$ cat config.mk
export PLATFORM = sky130hd
export DESIGN_NAME = rr_packet_switch
export DESIGN_NICKNAME = d
export VERILOG_FILES = /design/src/rtl/rr_packet_switch.sv
export SDC_FILE = /design/constraint.sdc
export NUM_CORES = 1
export LEC_CHECK = 0
export ABC_AREA = 1
export BUFFER_PORTS_ARGS = -buffer_cell sky130_fd_sc_hd__buf_4
export CORE_AREA = 2 2 134 136
export DETAILED_ROUTE_END_ITERATION = 10
export DIE_AREA = 0 0 136 138
export GPL_TIMING_DRIVEN = 0
export SLEW_MARGIN = 5
export SYNTH_ARGS = -nofsm -noshare
export SYNTH_HDL_FRONTEND = slang
export SYNTH_SLANG_ARGS = --single-unit
$ cat constraint.sdc
create_clock -name i_clk -period 1.6 [get_ports i_clk]
set_input_delay 0.16 -clock i_clk [delete_from_list [all_inputs] [get_ports i_clk]]
set_output_delay 0.16 -clock i_clk [all_outputs]
set_load 0.01 [all_outputs]
$ cat src/rtl/rr_packet_switch.sv
// rr_packet_switch: locks the shared output onto the arbiter's winner
// and forwards its multi-beat packet, releasing at last or MAX_BEATS.
// Ports: i_valid/i_data/i_last/o_ready per requester; o_arb_req/o_arb_en
// to the arbiter, i_gnt back; o_valid/o_data/o_last/o_src/i_ready shared
// output; o_trunc/o_gnt_err one-cycle pulses; o_busy in GNT or XFER.
module rr_packet_switch #(
    parameter int N         = 8,
    parameter int DW        = 32,
    parameter int MAX_BEATS = 16,
    localparam int M        = $clog2(N)
) (
    input  logic            i_clk,
    input  logic            i_rstn,
    input  logic [N-1:0]    i_valid,
    input  logic [N*DW-1:0] i_data,
    input  logic [N-1:0]    i_last,
    output logic [N-1:0]    o_ready,
    output logic [N-1:0]    o_arb_req,
    output logic            o_arb_en,
    input  logic [N-1:0]    i_gnt,
    output logic            o_valid,
    output logic [DW-1:0]   o_data,
    output logic            o_last,
    output logic [M-1:0]    o_src,
    input  logic            i_ready,
    output logic            o_trunc,
    output logic            o_gnt_err,
    output logic            o_busy
);

    localparam int CW = $clog2(MAX_BEATS + 1);

    typedef enum logic [1:0] {
        ARB  = 2'd0,
        GNT  = 2'd1,
        XFER = 2'd2
    } state_t;

    state_t        state, state_n;
    logic [M-1:0]  sel, sel_n;
    logic [CW-1:0] beat_cnt, beat_cnt_n;
    logic          trunc_n, gnt_err_n;
    logic          gnt_onehot;
    logic [M-1:0]  gnt_idx;
    logic          fire;

    assign o_arb_req = i_valid;
    assign o_src     = sel;
    assign o_busy    = (state != ARB);

    // Power-of-two test: exactly one bit set.
    assign gnt_onehot = (i_gnt != '0) && ((i_gnt & (i_gnt - 1'b1)) == '0);

    always_comb begin
        gnt_idx = '0;
        for (int k = 0; k < N; k++) begin
            if (i_gnt[k]) gnt_idx = M'(k);
        end
    end

    always_ff @(posedge i_clk or negedge i_rstn) begin
        if (!i_rstn) begin
            state     <= ARB;
            sel       <= '0;
            beat_cnt  <= '0;
            o_trunc   <= 1'b0;
            o_gnt_err <= 1'b0;
        end else begin
            state     <= state_n;
            sel       <= sel_n;
            beat_cnt  <= beat_cnt_n;
            o_trunc   <= trunc_n;
            o_gnt_err <= gnt_err_n;
        end
    end

    always_comb begin
        state_n    = state;
        sel_n      = sel;
        beat_cnt_n = beat_cnt;
        trunc_n    = 1'b0;
        gnt_err_n  = 1'b0;
        o_arb_en   = 1'b0;
        o_valid    = 1'b0;
        o_data     = '0;
        o_last     = 1'b0;
        o_ready    = '0;
        fire       = 1'b0;
        unique case (state)
            ARB: begin
                // Gated so the arbiter sees no enable while held in reset.
                o_arb_en = i_rstn && (|i_valid);
                if (o_arb_en) state_n = GNT;
            end
            GNT: begin
                if (i_gnt == '0) begin
                    state_n = ARB;
                end else if (gnt_onehot) begin
                    sel_n      = gnt_idx;
                    beat_cnt_n = '0;
                    state_n    = XFER;
                end else begin
                    gnt_err_n = 1'b1;
                    state_n   = ARB;
                end
            end
            XFER: begin
                o_valid      = i_valid[sel];
                o_data       = i_data[sel*DW +: DW];
                o_ready[sel] = i_ready;
                o_last       = i_last[sel] |
                               (beat_cnt == CW'(MAX_BEATS - 1));
                fire         = o_valid && i_ready;
                if (fire) begin
                    if (o_last) begin
                        state_n = ARB;
                        trunc_n = !i_last[sel];
                    end else begin
                        beat_cnt_n = beat_cnt + CW'(1);
                    end
                end
            end
            default: state_n = ARB;
        endcase
    end

endmodule

==> summary.txt <==
Run status
  – Outcome: complete, but fails checks
  – Failing checks: setup timing

Min path
  – Hold depth: 3
  – WHS Endpoint: o_src[0]$_DFFE_PN0P_
  – HP Start: i_gnt[7]
  – Hold WC Path Type: primary input to flip-flop

Setup path
  – Slowest CP cell: dfrtp_1
  – Internal reg-to-reg setup slack: -0.15 ns
  – CP max stage delay: ~0.35 ns
  – Critical path's most frequent cell: buf_12
  – Arr. time, crit path: about 1.8 ns
  – Worst setup EP type: primary output
  – Worst-path maximum fanout: 6
  – Origin of the critical flop-to-flop path: o_src[0]$_DFFE_PN0P_
  – CP Launch Type: flip-flop
  – CP Buf/Inv Count: 5
  – Reg2reg path depth: 12
  – R2r endpoint: beat_cnt[1]$_DFFE_PN0P_
  – Crit-path leading delay family: buffers and inverters
  – WS Path Type: flip-flop to primary output
  – Crit path cell chain: buf_6 > buf_12 > buf_12 > clkbuf_16 > nor2_2 > nor2_1 > o21ai_1 > a41oi_2 > buf_4
  – Required time of the critical path: between 1 and 1.5 ns

Placement
  – RePlAce Congestion: 0.910
  – Post-Place Cells: 1,211
  – Final HPWL DP: approximately 17 mm
  – I/O Buffers: about 340

Clocking
  – CTS HTree Levels: 1
  – CTS Sinks: 12
  – Worst-path clk slew: 0.04 ns
  – Deepest clock path buffer count: 2
  – Cts bufs inserted: 3
  – CTS tree: built
  – Clock insertion delay at the later pin of the skew report: 0.24 ns
  – Root Buffer: clkbuf_16

Die
  – I/O pin count: 340
  – Initial core utilization: a little under a fifth
  – Full die area: roughly 0.019 sq mm
  – Core area: around 0.018 sq mm
  – Die height: roughly 140 um
  – Num rows: 49
  – Die Wd: approximately 140 um

Cells and area
  – Commonest non-fill, non-tap cell in the layout: buf_4
  – Most frequent cells in the layout: 366 x buf_4, 183 x nor2_1, 80 x o21ai_1
  – Non-Filler Instances: 1,244
  – Share of cells above drive strength 1: 60.1%
  – Nets: roughly 1,300
  – Area grow syn2layout: 140%
  – Total inserted antenna cells: 0

Timing
  – Final worst path period share: 122%
  – Fin. Hold Viols: 0
  – Peak Freq: between 0.5 and 0.6 GHz
  – Fin crit period: slightly below 2 ns
  – Setup TNS: -12.03 ns
  – RSZ-0062 raised after global routing: yes
  – WHS: 0.196 ns
  – Setup-failing EPs final: 47
  – Max-slew headroom: 79.0%
  – Slew @ Worst Pin: ~0.31 ns
  – Clk_skew: roughly 0.0045 ns
  – Fin worst setup slack: -0.347 ns
  – Fin. max-slew vios: 0

Yosys
  – Post-synth EDFFs: 0
  – Mapped Cells: 643
  – Most area-consuming cells after synthesis: nor2_1 32%, o21ai_0 16%, dfrtp_1 9.2%
  – Post-Syn Area per Cell: 5.08 sq um
  – Post-synth top flop: dfrtp_1
  – Post-Syn Area: around 0.0033 sq mm
  – Sequential cell area fraction in the yosys report: a little under a tenth
  – Netlist cell types: 33
  – Syn nets: 928
  – Synth top area share: a little under a third
  – Yosys warns: 0
  – Async SR Flop Fraction: between 90% and 100%
  – Post-synth top area cell: nor2_1
  – Flop and latch count out of synthesis: 12

Global routing
  – GRT Total Usage: roughly 22%
  – Initial antenna violation count: 0
  – Gr ovfl total: 0
  – Largest net degree at the start of global routing: 14
  – First-pass GRT wire length: approximately 31 mm
  – Vias in the first global route: between 5,000 and 6,000

Detailed routing
  – Vias/cell: 4.67
  – Drt first pass iters: 5
  – Drt wl/cell: 18.5 um
  – Vias: 5,807
  – Final WL: about 23 mm
  – Drt drc: 0
  – Initial drt markers: 258
  – Post-route ant nets: 0

Pwr
  – Peak VDD IR: between 0.2 and 0.3 mV
  – Leak: approximately 0.0036 uW
  – P per Cell Area: 619 mW/mm^2

Run
  – Max-Cap Viols: 0
==> layer usage <==
| layer | share of wire, % | wire (um) | GRT usage, % |
|---|---|---|---|
| met4 | 2.5 | 578 | 5.76 |
| met5 | 0 | 0 | 0 |
| met1 | 39 | 8980 | 26.5 |
| met3 | 7.6 | 1750 | 3.26 |
| met2 | 51 | 11600 | 39.9 |
==> flip-flops by register name (all words and copies together), names as in the netlist <==
name       cells
beat_cnt       5
o_gnt_err      1
o_src          3
o_trunc        1
state          2
==> tightest hold or removal path: cells and delay by family <==
family / cells / cell delay, ns
AOI/OAI and AO/OA: 2 / 0.14
buffers and inverters: 1 / 0.09
==> cells in the mapped netlist, types with 2 or more instances <==
library cell	instances
o21ai_0	106
o21ai_1	25
nor2_4	3
nand3_2	3
buf_1	6
inv_1	33
nand2_1	46
dfrtp_1	12
nor2_2	3
nand3_1	17
buf_2	11
buf_6	3
clkbuf_1	22
inv_2	5
ha_1	2
buf_4	10
nor2_1	275
a41oi_1	31
nand2_2	8
nand4_1	4
a21oi_1	6
==> metrics by stage <==
step	setup WS (ns)	utilization [%]	power, uW	instance area [sq um]
2_1_floorplan	-0.00232	-	1800	3390
3_3_place_gp	-0.729	35.5	3060	6220
3_5_place_dp	-0.715	35.5	3080	6220
4_1_cts	-0.366	40.0	4210	7020
5_1_grt	-0.404	44.6	5170	7830
6_report	-0.347	44.6	4850	7830
==> area by class of cell <==
cell class,instances,area [sq um]
Clock buffer,3,75.1
Fill cell,1838,9710
Sequential cell,12,303
Multi-Input combinational cell,538,3370
Inverter,40,170
Buffer,53,631
Tap cell,229,287
Timing Repair Buffer,369,3000
==> worst max path at each step <==
stage	startpoint	end	slack, ns	cells after the start
global placement	o_src[0]$_DFFE_PN0P_	o_data[0]	-0.73	7
CTS	o_src[0]$_DFFE_PN0P_	o_data[19]	-0.37	10
global route	o_src[1]$_DFFE_PN0P_	o_data[22]	-0.40	8
finish	o_src[0]$_DFFE_PN0P_	o_data[6]	-0.35	9
floorplan	o_src[2]$_DFFE_PN0P_	o_data[20]	-0.002	6
detailed placement	state[1]$_DFFE_PN0P_	o_data[3]	-0.71	7
==> power breakdown <==
| part | total [uW] | internal [uW] | leakage [uW] | switching, uW |
|---|---|---|---|---|
| registers | 405 | 348 | 0.000153 | 57.6 |
| clock network | 450 | 325 | 0.0000370 | 125 |
| logic | 3990 | 1920 | 0.00342 | 2070 |
| total | 4850 | 2590 | 0.00361 | 2260 |
==> logic make-up after synthesis <==
kind of cell               count (synthesis)  share of synthesized area (%)
AOI/OAI and AO/OA                        172                           30.5
buffers and inverters                     93                           13.6
DFF                                       12                           9.20
adders and majority gates                  2                          0.766
and+or+nand+nor                          363                           45.6
xor gates and xnor gates                   1                          0.268
==> repair_timing <==
item / in CTS / in global routing
gates cloned: 3 / 9
buffers inserted: 11 / 10
endpoints found under the hold margin: 12 / 0
pin swaps: 39 / 91
setup endpoints to repair: 49 / 49
hold buffers: 1 / 0
gates resized for setup: 184 / 214
Power figures use the tool's default switching activity.
